===== config.mk =====
export PLATFORM = sky130hd
export DESIGN_NAME = count_serial_tx
export DESIGN_NICKNAME = d
export VERILOG_FILES = /design/src/rtl/count_serial_pkg.sv /design/src/rtl/count_serial_tx_phase_timer.sv /design/src/rtl/count_serial_tx.sv
export SDC_FILE = /design/constraint.sdc
export NUM_CORES = 1
export LEC_CHECK = 0
export ABC_AREA = 0
export CELL_PAD_IN_SITES_DETAIL_PLACEMENT = 0
export CELL_PAD_IN_SITES_GLOBAL_PLACEMENT = 1
export CORE_UTILIZATION = 44
export CTS_BUF_LIST = sky130_fd_sc_hd__clkbuf_8 sky130_fd_sc_hd__clkbuf_16
export DETAILED_ROUTE_END_ITERATION = 12
export PLACE_DENSITY_LB_ADDON = 0.1
export SLEW_MARGIN = 20
export SYNTH_ARGS = -nofsm -noshare
export SYNTH_HDL_FRONTEND = slang
export SYNTH_SLANG_ARGS = --single-unit
export TNS_END_PERCENT = 30

===== constraint.sdc =====
create_clock -name clk -period 4.1 [get_ports clk]
set_clock_uncertainty 0.15 [all_clocks]
set_input_delay 0.41 -clock clk [delete_from_list [all_inputs] [get_ports clk]]
set_output_delay 0.41 -clock clk [all_outputs]
set_load 0.005 [all_outputs]

===== src/rtl/count_serial_pkg.sv =====
// Shared types and constants for the count snapshot serialiser.
// Latency: n/a (declarations only).
// Backpressure: n/a.
package count_serial_pkg;

   // Frame sequencer states; 2-bit encoding.
   typedef enum logic [1:0] {
      IDLE  = 2'd0,
      LOW   = 2'd1,
      HIGH  = 2'd2,
      LATCH = 2'd3
   } state_t;

   // Serial clock, data and latch pads are always driven as outputs.
   localparam logic [2:0] IO_OEB_OUT = 3'b000;

endpackage


===== src/rtl/count_serial_tx_phase_timer.sv =====
// Phase prescaler: counts 0..CLK_DIV-1 and flags the last cycle of a phase.
// Latency: phase_done_o is decoded combinationally from the count register.
// Backpressure: none; restart_i forces the count back to 0 on the next edge.
module ser_phase_timer #(
   parameter int CLK_DIV = 4
) (
   input  logic clk,
   input  logic reset_n,
   input  logic restart_i,
   output logic phase_done_o
);

   localparam int CNT_W = $clog2(CLK_DIV) + 1;
   localparam logic [CNT_W-1:0] LAST = CNT_W'(CLK_DIV - 1);

   logic [CNT_W-1:0] cnt_q;
   logic [CNT_W-1:0] cnt_d;

   assign phase_done_o = (cnt_q == LAST);

   // Count up within a phase; wrap on the last cycle or whenever the sequencer restarts it.
   always_comb begin
      cnt_d = cnt_q + 1'b1;
      if (restart_i || phase_done_o) begin
         cnt_d = '0;
      end
   end

   // Prescaler register.
   always_ff @(posedge clk or negedge reset_n) begin
      if (!reset_n) begin
         cnt_q <= '0;
      end else begin
         cnt_q <= cnt_d;
      end
   end

endmodule


===== src/rtl/count_serial_tx.sv =====
// Captures a count snapshot and shifts it out as ser_clk/ser_data/ser_latch for a 74HC595 chain.
// Latency: (2*WIDTH+1)*CLK_DIV cycles from accept edge to in_ready high; outputs registered.
// Backpressure: in_ready low for the whole frame; samples offered while busy are dropped.
module count_serial_tx
   import count_serial_pkg::*;
#(
   parameter int WIDTH     = 16,
   parameter int CLK_DIV   = 4,
   parameter int LSB_FIRST = 0
) (
   input  logic             clk,
   input  logic             reset_n,
   input  logic             in_valid,
   input  logic [WIDTH-1:0] in_data,
   output logic             in_ready,
   output logic             ser_clk,
   output logic             ser_data,
   output logic             ser_latch,
   output logic             busy,
   output logic [2:0]       io_oeb
);

   localparam int BC_W = $clog2(WIDTH + 1);

   state_t           state_q, state_d;
   logic [WIDTH-1:0] shreg_q, shreg_d;
   logic [WIDTH-1:0] shifted;
   logic [BC_W-1:0]  bitcnt_q, bitcnt_d;
   logic             ser_clk_q, ser_clk_d;
   logic             ser_data_q, ser_data_d;
   logic             ser_latch_q, ser_latch_d;
   logic             phase_done;
   logic             restart;
   logic             accept;

   // Bit that goes on the wire first for a given shift register value.
   function automatic logic first_bit(input logic [WIDTH-1:0] v);
      return (LSB_FIRST != 0) ? v[0] : v[WIDTH-1];
   endfunction

   assign in_ready  = (state_q == IDLE);
   assign busy      = ~in_ready;
   assign accept    = in_valid & in_ready;
   assign io_oeb    = IO_OEB_OUT;
   assign ser_clk   = ser_clk_q;
   assign ser_data  = ser_data_q;
   assign ser_latch = ser_latch_q;
   assign shifted   = (LSB_FIRST != 0) ? (shreg_q >> 1) : (shreg_q << 1);

   // Keep the prescaler parked at 0 while idle so every phase starts from a fresh count.
   assign restart = (state_q == IDLE) || (state_d != state_q);

   ser_phase_timer #(
      .CLK_DIV(CLK_DIV)
   ) u_timer (
      .clk         (clk),
      .reset_n     (reset_n),
      .restart_i   (restart),
      .phase_done_o(phase_done)
   );

   // Frame sequencer: next state, shift register, bit count and next pin values.
   always_comb begin
      state_d     = state_q;
      shreg_d     = shreg_q;
      bitcnt_d    = bitcnt_q;
      ser_data_d  = ser_data_q;
      unique case (state_q)
         IDLE: begin
            ser_data_d = 1'b0;
            if (accept) begin
               state_d    = LOW;
               shreg_d    = in_data;
               bitcnt_d   = BC_W'(WIDTH);
               ser_data_d = first_bit(in_data);
            end
         end
         LOW: begin
            if (phase_done) begin
               state_d = HIGH;
            end
         end
         HIGH: begin
            if (phase_done) begin
               shreg_d  = shifted;
               bitcnt_d = bitcnt_q - 1'b1;
               if (bitcnt_q == BC_W'(1)) begin
                  // Last bit stays on ser_data through the latch phase.
                  state_d = LATCH;
               end else begin
                  state_d    = LOW;
                  ser_data_d = first_bit(shifted);
               end
            end
         end
         LATCH: begin
            if (phase_done) begin
               state_d    = IDLE;
               ser_data_d = 1'b0;
            end
         end
         default: state_d = IDLE;
      endcase
      ser_clk_d   = (state_d == HIGH);
      ser_latch_d = (state_d == LATCH);
   end

   // State and registered pin drivers; reset aborts any frame without a latch pulse.
   always_ff @(posedge clk or negedge reset_n) begin
      if (!reset_n) begin
         state_q     <= IDLE;
         shreg_q     <= '0;
         bitcnt_q    <= '0;
         ser_clk_q   <= 1'b0;
         ser_data_q  <= 1'b0;
         ser_latch_q <= 1'b0;
      end else begin
         state_q     <= state_d;
         shreg_q     <= shreg_d;
         bitcnt_q    <= bitcnt_d;
         ser_clk_q   <= ser_clk_d;
         ser_data_q  <= ser_data_d;
         ser_latch_q <= ser_latch_d;
      end
   end

endmodule


==> impl_metrics.ini <==
[outcome]
status = finished, final reports clean

[timing]
fin_crit_sh_pct = 61.8
rsz0062_at_grt = no
relSlewSlack_pct = 63.2
fin_crit_ps = 2530
setup_viol = 0
tns_ps = 0
slew_viol_final = 0
worst_pin_slew_ps = 551
finalHoldViolCount = 0
fmax_mhz = 395

[route]
drt_iter0_drc = 57
wl_per_cell_um = 12.7
firstDrtPassIters = 4
vias = 1140
drc_errors = 0
ant_nets = 0
routed_via_density = 5.09
totalWireLength_mm = 2.86

[yosys]
yosysTopAreaCellShare_pct = 42.9
synth_most_common_cell = dfrtp_1
yosys.area.top_type = dfrtp_1
ys_types = 38
yosys-top-cells-count = dfrtp_1 (28), nand2_1 (17), mux2i_1 (14), nor2_1 (11), o21ai_0 (11)
synth_mux_area_share_pct = 9.50
ys_ff_latch = 28
synth_top_family_by_area = simple AND/OR/NAND/NOR gates
synth_edf_count = 0
avgSynthCellArea_um2 = 10.5
synth_compound_area_share_pct = 14.3
synthCells = 156
syn_area_um2 = 1630
yosys-top-cells-area = dfrtp_1 (43%), mux2i_1 (8.6%), ha_1 (7.7%), o21ai_2 (5.4%), nand2_1 (3.9%)
async_flop_share_pct = 100
synthAdderAreaFrac_pct = 7.66
ys.flop_type = dfrtp_1
synth_xor_area_share_pct = 1.61
synth_warnings = 0
synth_seq_area_share_pct = 42.9
synthSimpleGateAreaFrac_pct = 16.5

[cts]
clockBufferDepth = 2
clk-insertion-delay-late_ps = 270
cts_tree = built
postCtsSetupBuffers = 0
cts_hold_buf = 0
cts_resized = 0
cts.sinks = 28
cts_root_buf = clkbuf_8
clkTransAtPathRegs_ps = 90
h-tree-depth = 1
cts_inserted_buffers = 3

[global_route]
grt_max_degree = 30
antenna_found_initial = 0
first_global_vias = 1106
grt_remaining_overflow = 0
grt_pass1_wl_mm = 5.06
grt.total_usage_pct = 16.1

[worst_setup_path]
crit_type = flip-flop to flip-flop
cp_data_arrival_time_ps = 2530
critPathLaunchType = flip-flop
cp-end-kind = flip-flop
cp_data_required_time_ps = 4090
cp_max_fo = 29

[floorplan]
io_pins = 27
initial_utilization_pct = 47.4
core_um2 = 3440
die_area_um2 = 3960
die_h_um = 62.9
die_x_um = 62.9
rows = 21

[placement]
dp_hpwl_mm = 2.17
dp_cells = 220
portBuffers = 23
place.gp.congestion = 0.749
dpl_cell_area_um2 = 1860

[finish]
layoutNonFillerInstCount = 224
final_nets = 208
num_antenna_cells = 0
drive_above_1_share_pct = 12.9
stdcell_area_um2 = 1910
syn2layout_area_growth_pct = 17.1
fillers = 332

[power_and_ir_drop]
ir_drop_mv = 0.344
p_total_w = 0.00137
power.leakage_nw = 0.849
cellPowerDensity_nw_per_um2 = 719

[flow_run]
cap_violations = 0

[hold_path]
hold_path.class = flip-flop to flip-flop
==> cells by family (layout without fill, tap and decap cells) <==
kind of cell               Yosys count  after routing
buffers and inverters               18             38
other                                1              3
AOI/OAI and AO/OA                   31             31
muxes                               15             15
xor gates and xnor gates             3              3
DFF                                 28             28
adders and majority gates           10             10
and+or+nand+nor                     50             50
==> worst paths after layout <==
kind | from | depth (start not counted) | end | slack, ps
worst min-delay path | u_timer.cnt_q[0] | 1 | u_timer.cnt_q[0] | 290
max in group asynchronous | reset_n | 2 | state_q[0] | 3170
worst max-delay path | state_q[0] | 6 | shreg_q[4] | 1570
min in group asynchronous | reset_n | 2 | bitcnt_q[3] | 370
worst max register to register | state_q[0] | 6 | shreg_q[4] | 1570
worst min register to register | u_timer.cnt_q[0] | 1 | u_timer.cnt_q[0] | 290
==> where the power goes <==
part           internal, W  switching, W
clock            0.0000858     0.0000821
sequential        0.000400     0.0000812
combinational     0.000327      0.000398
total             0.000814      0.000561
==> sequential cells by signal, summed over array words and instances, names as in the netlist <==
register       cells
bitcnt_q           5
ser_clk            1
ser_data           1
ser_latch          1
shreg_q           15
state_q            2
u_timer.cnt_q      3
==> worst max-delay path: stages, from the launching register on <==
cell and delay, ps:
dfrtp_1 450, inv_1 130, ha_1 520, buf_4 360, mux2_4 360, nand2_4 280, o21ai_0 140
==> area by class of cell <==
cell class / instances / area [um^2] / share of cell area (%)
multi-input cells: 112 / 820 / 42.9
flip-flops and latches: 28 / 701 / 36.6
repair buffers: 25 / 245 / 12.8
well taps: 46 / 57.6 / 3.01
clock buffers: 4 / 55.1 / 2.88
inverters: 9 / 33.8 / 1.77
==> placed cells by master (no fill, tap or decap) <==
master / n
a21oi_1: 1
a22o_1: 1
a311oi_1: 1
a32oi_1: 1
and2_1: 2
and2_4: 1
and3_1: 1
buf_4: 2
clkbuf_8: 4
clkdlybuf4s50_1: 23
conb_1: 3
dfrtp_1: 28
ha_1: 10
inv_1: 9
mux2_4: 1
mux2i_1: 14
nand2_1: 17
nand2_4: 1
nand2b_1: 2
nand3_1: 4
nand3b_1: 1
nand4_1: 2
nand4b_1: 1
nor2_1: 11
nor2b_1: 2
nor3_1: 1
nor3b_1: 3
nor4b_4: 1
o211ai_2: 1
o21ai_0: 11
o21ai_2: 10
o21ba_2: 1
o22ai_1: 2
o31ai_1: 1
o41ai_2: 1
xor2_1: 3
==> metrics by stage <==
stage | worst slack, ps | hold slack [ps] | utilization [%]
finish | 1570 | 291 | 55.5
global route | 1360 | 310 | 55.5
CTS | 1550 | 299 | 55.5
detailed placement | 1550 | 285 | 53.9
global placement | 1660 | 278 | 53.9
floorplan | 2330 | -35.6 | -
==> per-layer routing <==
layer / up-vias / part of all wire (%) / global-route usage [%]
li1: 577 / - / -
met1: 545 / 46 / 21.2
met2: 16 / 50 / 27.6
met3: 2 / 2.5 / 2.19
met4: 0 / 0.67 / 4.36
met5: - / 0 / 0
Power figures use the tool's default switching activity.
